$ cat config.mk
export PLATFORM = sky130hd
export DESIGN_NAME = oam_line_scanner
export DESIGN_NICKNAME = d
export VERILOG_FILES = /design/src/rtl/oam_line_scanner.sv
export SDC_FILE = /design/constraint.sdc
export NUM_CORES = 1
export LEC_CHECK = 0
export ABC_AREA = 1
export BUFFER_PORTS_ARGS = -buffer_cell sky130_fd_sc_hd__buf_2
export CORE_MARGIN = 4
export CORE_UTILIZATION = 50
export CTS_CLUSTER_SIZE = 8
export DETAILED_ROUTE_END_ITERATION = 8
export HOLD_SLACK_MARGIN = 0.15
export PLACE_DENSITY_LB_ADDON = 0.05
export SLEW_MARGIN = 20
export SYNTH_ARGS = -nofsm -noshare
export SYNTH_HDL_FRONTEND = slang
export SYNTH_SLANG_ARGS = --single-unit
$ cat constraint.sdc
create_clock -name clk -period 3.7 [get_ports clk]
set_clock_uncertainty 0.2 [all_clocks]
set_input_delay 0.74 -clock clk [delete_from_list [all_inputs] [get_ports clk]]
set_output_delay 0.74 -clock clk [all_outputs]
set_load 0.01 [all_outputs]
$ cat src/rtl/oam_line_scanner.sv
`default_nettype none
// ============================================================================
// Module  : oam_line_scanner
// Brief   : Mode-2 sprite search. Walks the OAM Y/X table once per scanline
//           and keeps up to MAX_PER_LINE covering sprites in a line buffer.
//           Define OAM_LINE_SCANNER_SORT_EN to keep the buffer sorted by X.
// Revision: 1.0 - initial parametrised release
// ============================================================================
module oam_line_scanner #(
    parameter int NUM_SPRITES  = 40,
    parameter int MAX_PER_LINE = 10,
    parameter int IDX_W        = $clog2(NUM_SPRITES),
    parameter int CNT_W        = $clog2(MAX_PER_LINE + 1),
    parameter int TALL_HEIGHT  = 16,
    parameter int Y_OFFSET     = 16
) (
    input  logic             clk,
    input  logic             reset_n,
    input  logic             start,
    input  logic [7:0]       ly,
    input  logic             sprite_size,
    output logic [IDX_W-1:0] oam_addr,
    output logic             oam_rd,
    input  logic [7:0]       oam_y,
    input  logic [7:0]       oam_x,
    output logic             busy,
    output logic             done,
    output logic [CNT_W-1:0] count,
    output logic             overflow,
    input  logic [CNT_W-1:0] rd_sel,
    output logic [IDX_W-1:0] rd_index,
    output logic [7:0]       rd_x
);

    localparam logic [1:0]       c_st_idle  = 2'd0;
    localparam logic [1:0]       c_st_scan  = 2'd1;
    localparam logic [1:0]       c_st_drain = 2'd2;

    localparam logic [IDX_W-1:0] c_last_idx = IDX_W'(NUM_SPRITES - 1);
    localparam logic [CNT_W-1:0] c_max_cnt  = CNT_W'(MAX_PER_LINE);
    localparam logic [8:0]       c_y_off    = 9'(Y_OFFSET);
    localparam logic [8:0]       c_h_tall   = 9'(TALL_HEIGHT);
    localparam logic [8:0]       c_h_short  = 9'd8;

    logic [1:0]       r_state;
    logic [1:0]       w_next_state;
    logic             w_rd;
    logic             w_finish;

    logic [IDX_W-1:0] r_addr;
    logic             r_rd_q;
    logic [IDX_W-1:0] r_idx_q;
    logic [7:0]       r_ly;
    logic             r_tall;
    logic [CNT_W-1:0] r_count;
    logic             r_overflow;
    logic             r_done;

    logic [IDX_W-1:0] r_slot_idx [MAX_PER_LINE];
    logic [7:0]       r_slot_x   [MAX_PER_LINE];
    logic [IDX_W-1:0] w_nxt_idx  [MAX_PER_LINE];
    logic [7:0]       w_nxt_x    [MAX_PER_LINE];

    logic [8:0]       w_row;
    logic [8:0]       w_top;
    logic [8:0]       w_height;
    logic             w_hit;
    logic             w_eval;
    logic             w_store;
    logic             w_drop;

    // ------------------------------------------------------------------------
    // Control FSM
    // ------------------------------------------------------------------------
    always_ff @(posedge clk or negedge reset_n) begin
        if (!reset_n) begin
            r_state <= c_st_idle;
        end else begin
            r_state <= w_next_state;
        end
    end

    always_comb begin
        w_next_state = r_state;
        w_rd         = 1'b0;
        w_finish     = 1'b0;
        case (r_state)
            c_st_idle: begin
                w_next_state = c_st_idle;
            end
            c_st_scan: begin
                w_rd = 1'b1;
                if (r_addr == c_last_idx) begin
                    w_next_state = c_st_drain;
                end
            end
            c_st_drain: begin
                w_finish     = ~start;
                w_next_state = c_st_idle;
            end
            default: begin
                w_next_state = c_st_idle;
            end
        endcase
        // A start in any state (re)launches the scan from index 0
        if (start) begin
            w_next_state = c_st_scan;
        end
    end

    // ------------------------------------------------------------------------
    // Hit test on the entry returned for the previous cycle's read
    // ------------------------------------------------------------------------
    always_comb begin
        w_row    = {1'b0, r_ly} + c_y_off;
        w_top    = {1'b0, oam_y};
        w_height = r_tall ? c_h_tall : c_h_short;
        w_hit    = (oam_y != 8'd0) && (w_row >= w_top) && (w_row < (w_top + w_height));
        w_eval   = r_rd_q & ~start;
        w_store  = w_eval & w_hit & (r_count < c_max_cnt);
        w_drop   = w_eval & w_hit & (r_count == c_max_cnt);
    end

    // ------------------------------------------------------------------------
    // Line buffer next-state
    // ------------------------------------------------------------------------
`ifdef OAM_LINE_SCANNER_SORT_EN
    logic [MAX_PER_LINE-1:0] w_gt;

    always_comb begin
        w_nxt_idx = r_slot_idx;
        w_nxt_x   = r_slot_x;
        w_gt      = '0;
        for (int i = 0; i < MAX_PER_LINE; i++) begin
            w_gt[i] = (CNT_W'(i) < r_count) && (r_slot_x[i] > oam_x);
        end
        // Entries with a strictly larger X move up, so equal X keeps OAM order
        if (w_store) begin
            if (w_gt[0] || (r_count == '0)) begin
                w_nxt_idx[0] = r_idx_q;
                w_nxt_x[0]   = oam_x;
            end
            for (int i = 1; i < MAX_PER_LINE; i++) begin
                if (CNT_W'(i) <= r_count) begin
                    if (w_gt[i-1]) begin
                        w_nxt_idx[i] = r_slot_idx[i-1];
                        w_nxt_x[i]   = r_slot_x[i-1];
                    end else if ((CNT_W'(i) == r_count) || w_gt[i]) begin
                        w_nxt_idx[i] = r_idx_q;
                        w_nxt_x[i]   = oam_x;
                    end
                end
            end
        end
    end
`else
    always_comb begin
        w_nxt_idx = r_slot_idx;
        w_nxt_x   = r_slot_x;
        if (w_store) begin
            for (int i = 0; i < MAX_PER_LINE; i++) begin
                if (CNT_W'(i) == r_count) begin
                    w_nxt_idx[i] = r_idx_q;
                    w_nxt_x[i]   = oam_x;
                end
            end
        end
    end
`endif

    // ------------------------------------------------------------------------
    // Datapath registers
    // ------------------------------------------------------------------------
    always_ff @(posedge clk or negedge reset_n) begin
        if (!reset_n) begin
            r_addr     <= '0;
            r_rd_q     <= 1'b0;
            r_idx_q    <= '0;
            r_ly       <= 8'd0;
            r_tall     <= 1'b0;
            r_count    <= '0;
            r_overflow <= 1'b0;
            r_done     <= 1'b0;
            for (int i = 0; i < MAX_PER_LINE; i++) begin
                r_slot_idx[i] <= '0;
                r_slot_x[i]   <= 8'd0;
            end
        end else begin
            r_done  <= w_finish;
            r_rd_q  <= w_rd & ~start;
            r_idx_q <= r_addr;
            r_addr  <= (w_rd && !start && (r_addr != c_last_idx)) ? (r_addr + IDX_W'(1)) : '0;
            if (start) begin
                r_ly       <= ly;
                r_tall     <= sprite_size;
                r_count    <= '0;
                r_overflow <= 1'b0;
            end else begin
                if (w_store) begin
                    r_count <= r_count + CNT_W'(1);
                end
                if (w_drop) begin
                    r_overflow <= 1'b1;
                end
            end
            r_slot_idx <= w_nxt_idx;
            r_slot_x   <= w_nxt_x;
        end
    end

    // ------------------------------------------------------------------------
    // Outputs and combinational slot read
    // ------------------------------------------------------------------------
    assign oam_rd   = w_rd;
    assign oam_addr = r_addr;
    assign busy     = (r_state != c_st_idle) | r_done;
    assign done     = r_done;
    assign count    = r_count;
    assign overflow = r_overflow;

    always_comb begin
        rd_index = '0;
        rd_x     = 8'd0;
        for (int i = 0; i < MAX_PER_LINE; i++) begin
            if (rd_sel == CNT_W'(i)) begin
                rd_index = r_slot_idx[i];
                rd_x     = r_slot_x[i];
            end
        end
    end

endmodule
`default_nettype wire

# Word level (Yosys, flattened, before mapping)

Index checks and enable logic that the tools add are counted.

Output and inout port bits: 28
Register bits: 170

Bitwise gates (word level): 7
Eq/ne operators: 24
Reductions and logical operators: 21
$add $sub $neg: 4
Mux-type cells: 31
$lt $le $gt $ge: 3

Operator list:

| kind                                                            | count |
|---|---|
| 8-bit 2-to-1 mux                                                | 10 |
| 6-bit 2-to-1 mux                                                | 11 |
| 2-bit AND reduction                                             | 10 |
| 3-bit by 4-bit == test with 1-bit output, first input constant  | 4 |
| 4-bit by 3-bit == test with 1-bit output, second input constant | 4 |
| 4-bit == test, second input constant                            | 3 |
| 8-bit by 5-bit adder with 9-bit output                          | 1 |
| 8-bit by 5-bit adder with 9-bit output, second input constant   | 1 |
| 9-bit by 8-bit >= comparator with 1-bit output                  | 1 |
| 9-bit less-than comparator                                      | 1 |
| 2-bit by 4-bit == test with 1-bit output, first input constant  | 2 |
| 4-bit by 2-bit == test with 1-bit output, second input constant | 2 |
| 4-bit == test, first input constant                             | 2 |
| 4-bit zero test                                                 | 2 |
| 4-bit 2-to-1 mux                                                | 2 |
| 8-bit nonzero test                                              | 1 |
| 6-bit by 1-bit adder with 6-bit output, second input constant   | 1 |
| 6-bit == test, second input constant                            | 1 |
| 2-bit 2-to-1 mux                                                | 3 |
| 6-bit inequality test, second input constant                    | 1 |
| 2-bit nonzero test                                              | 3 |
| 1-bit bitwise AND                                               | 5 |
| 5-bit 2-to-1 mux                                                | 1 |
| 4-bit by 1-bit adder with 4-bit output, second input constant   | 1 |
| other kinds (11)                                                | 17 |

# Depth between registers and ports, before layout

Depth after elaboration: 11
Mapped depth: 19
Depth with buffers taken out: 17

# Worst setup path after synthesis

OpenSTA, ideal clock, no wires.

Kind: input-to-reg
From: input port oam_y[3]
To: register r_slot_x[66] (netlist name)
Cell stages on the path: 18
Setup time: 117 ps
Path slack: 333 ps
Required time: 3,383 ps
Arrival time: 3,050 ps
Cell sequence: ha_1 inv_1 fa_1 nor3_1 xor2_1 ha_1 nand2_1 a21oi_1 nor2_1 nand2_1 nor2_1 nand3_1 nor2_1 buf_4 nand3_2 buf_2 nand2_1 nand2_1

Word-level cells in the longest chain between the ends: 6
Elaborated cells on any way between the ends: 9
Classes of those cells: 1 x add/sub; 2 x order compare; 2 x bitwise; 4 x reduce/logical

Ends and longest elaborated chain:

| item                                                                   | RTL line | text |
|---|---|---|
| start, declared                                                        | 24       | `input logic [7:0] oam_y,` |
| 8-bit by 5-bit adder with 9-bit output, or another cell as far along   | 118      | `w_hit = (oam_y != 8'd0) && (w_row >= w_top) && (w_row < (w_top + w_height));` |
| 9-bit less-than comparator / 1-bit logical AND (equally long branches) | 118      |  |
| 1-bit logical AND *                                                    | 118      |  |
| 1-bit bitwise AND * (2 in series)                                      | 120      | `w_store = w_eval & w_hit & (r_count < c_max_cnt);` |
| 2-bit AND reduction (no source line) *                                 | -        |  |
| end signal, assigned                                                   | 207      | `r_slot_x <= w_nxt_x;` |
| end, declared                                                          | 60       | `logic [7:0] r_slot_x [MAX_PER_LINE];` |

Mark *: on every way between the ends. The rest lies on a longest branch, timed or not.
A chain may end at the register's enable or synchronous reset.

# Worst setup path in the final report

From: input port rd_sel[1]
To: output port rd_index[2]

Word-level cells in the longest chain between the ends: 11
Elaborated cells on any way between the ends: 20
Classes of those cells: 9 x eq/ne; 10 x mux; 1 x reduce/logical

Ends and longest elaborated chain:

| item                           | RTL line | text |
|---|---|---|
| start, declared                | 30       | `input logic [CNT_W-1:0] rd_sel,` |
| 4-bit zero test                | 225      | `if (rd_sel == CNT_W'(i)) begin` |
| 6-bit 2-to-1 mux (9 in series) | 225      |  |
| 6-bit 2-to-1 mux *             | 225      |  |
| end, declared                  | 31       | `output logic [IDX_W-1:0] rd_index,` |

Marked as above.

==> metrics.txt <==
status finished clean; worst-margin pin slew ~660 ps; Max Fanout on Critical Path 14; Antenna Cells 0; YS warnings 0; CTS root buf clkbuf_16; commonest non-fill, non-tap cell in the layout nand2_1; vias in the first global route 6855; FF-to-FF setup slack between 300 and 400 ps; Area Overhead vs Synth 17.1%; share of layout cells above drive strength 1 0.141; most frequent cells in the layout 442 x nand2_1, 190 x nand3_1, 170 x dfrtp_1, 58 x buf_2, 47 x inv_1; Final Hold Viols 0; Hold Path Depth 0; HPWL Detailed approximately 16000 µm; power density cells approximately 420 nW/µm²; clk sinks 170; Hold EP r_idx_q[5]; clock slew at reported path FFs 70 ps; setup tns final 0 ps; GRT overflow 0; initial antenna violation count 0; H-tree levels 4; synthesis-stage register bit count 170; GPL Wtd Cong between 0.8 and 0.9; WL/cell 17.1 µm; CP endpoint kind primary output; Final Max Tran Viols 0; Hold Startpoint oam_addr[5]; worst reg2reg path endpoint r_slot_idx[4]; Die ar. 19000 µm²; RSZ-0062 raised after global routing yes; first-pass GRT wire length 38500 µm; die height between 100 and 150 µm; pre-CTS setup slack -5.27 ps; syn nets 1134; setup repair bufs after CTS 0; Final #Nets 1197; clk_lat worst skew 430 ps; Routed WL 23500 µm; Min Hold Slack between 200 and 250 ps; syn_area_per_cell 7.81 µm²; IO Port Bufs between 50 and 60; most used flip-flop cell after synthesis dfrtp_1; largest net degree at the start of global routing 82; # DRC 0; post-route worst setup slack 239 ps; Netlist cell types 23; Starting Density 0.510; core area 16500 µm²; # IOs 60; GRT Overall Usage 0.265; vias about 7300; CP required 2760 ps; max_cap viols 0; Mapped Cells 1079; FF-to-FF Start r_tall; CTS Buffer Depth 2; row cnt 47; initial DRC count ~630; Worst VDD drop a little over 300 µV; crit path DAT 2520 ps; fin crit period roughly 3500 ps; Die W 138 µm; number of synthesized flops with an enable pin 0; startpoint types primary input; critical path class in2out; final core occ 0.597; Antenna Violating Nets Remaining 0; CTS tree built; Vias/cell 5.31; worst hold-check path type reg2reg; register area share after synthesis 0.505; Reg2Reg Depth 19; TritonCTS Buffers 17; Post-Syn Area roughly 8400 µm²; Leak Pwr 5.41 nW; Final period util 0.935; Post-synth ARST share 1.00; final setup vio count 0; DR pass1 iterations 5; Max Fclk 289 MHz; Rel. slew slack 0.562
## repair_timing
| item | CTS | global route |
|---|---|---|
| endpoints found under the hold margin | 45 | 0 |
| endpoints found under the setup margin | 0 | 28 |
| resized for setup | 0 | 6 |
| hold buffers | 1 | 0 |
## worst max-delay path: stages
cell and delay [ps]:
buf_2 110, buf_4 150, inv_1 50, nor2_1 40
nand2_1 60, inv_1 210, nand2_1 120, nand4_1 70
o21ai_0 230, nand4_1 260, a21oi_1 190, nand3_1 120
buf_2 160
## cells in the mapped netlist (7+ instances only)
master    instances  share of area
nand4_1          28          0.021
a21oi_1          35          0.021
buf_2            18          0.011
xor2_1            7         0.0073
nor2_1           35          0.016
nand3_1         190           0.11
dfrtp_1         170           0.51
clkbuf_1         38          0.017
ha_1             22          0.033
buf_4             8         0.0071
o21ai_0           9         0.0053
inv_1            47          0.021
nand3_2          10          0.012
nand2_1         442           0.20
## routing by layer
layer,global-route usage,up-vias,share of wire
met3,0.0511,17,0.054
met4,0.0642,0,0.013
met2,0.412,205,0.47
li1,-,3611,-
met5,0,-,0
met1,0.385,3470,0.46
## per-stage QoR
step	power, mW	cells	cell area [µm²]
floorplan	2.24	1079	8420
global placement	2.42	1341	9250
detailed placement	2.42	1341	9250
CTS	4.21	1374	9840
global route	4.37	1375	9860
finish	4.18	1375	9860
## worst max-delay path by stage
stage                          from            end  slack, ps
after floorplan            oam_y[3]   r_slot_x[66]        330
after global placement     oam_y[3]  r_slot_idx[4]         40
after detailed placement   oam_y[3]  r_slot_idx[4]         -5
after CTS                 rd_sel[0]    rd_index[2]         30
after global routing         r_tall  r_slot_idx[0]          7
final                     rd_sel[1]    rd_index[2]        240
## flip-flops by register name, indices dropped and copies added, names as in the netlist
name / count
r_idx_q: 6
r_slot_idx: 60
r_tall: 1
r_ly: 8
r_rd_q: 1
oam_addr: 6
r_slot_x: 80
r_state: 2
count: 4
overflow: 1
done: 1
## kinds of logic after synthesis
group,share of synthesized area
simple gates,0.366
compound gates,0.0270
flops,0.505
buf+inv,0.0588
fa+ha+maj,0.0351
xor+xnor,0.00832
## final cells by class
| class | count | area, µm² |
|---|---|---|
| well taps | 220 | 275 |
| flip-flops and latches | 170 | 4250 |
| clock inverters | 15 | 155 |
| fillers | 1547 | 6660 |
| clock buffers | 17 | 425 |
| inverters | 52 | 195 |
| multi-input cells | 791 | 3700 |
| repair buffers | 110 | 857 |
## power by group
part	leakage [nW]	total [mW]	switching (mW)	internal [mW]
Sequential	2.34	1.98	0.0502	1.93
Clock	0.273	1.79	0.837	0.953
Combinational	2.80	0.407	0.267	0.141
(Power assumes the default switching activity.)
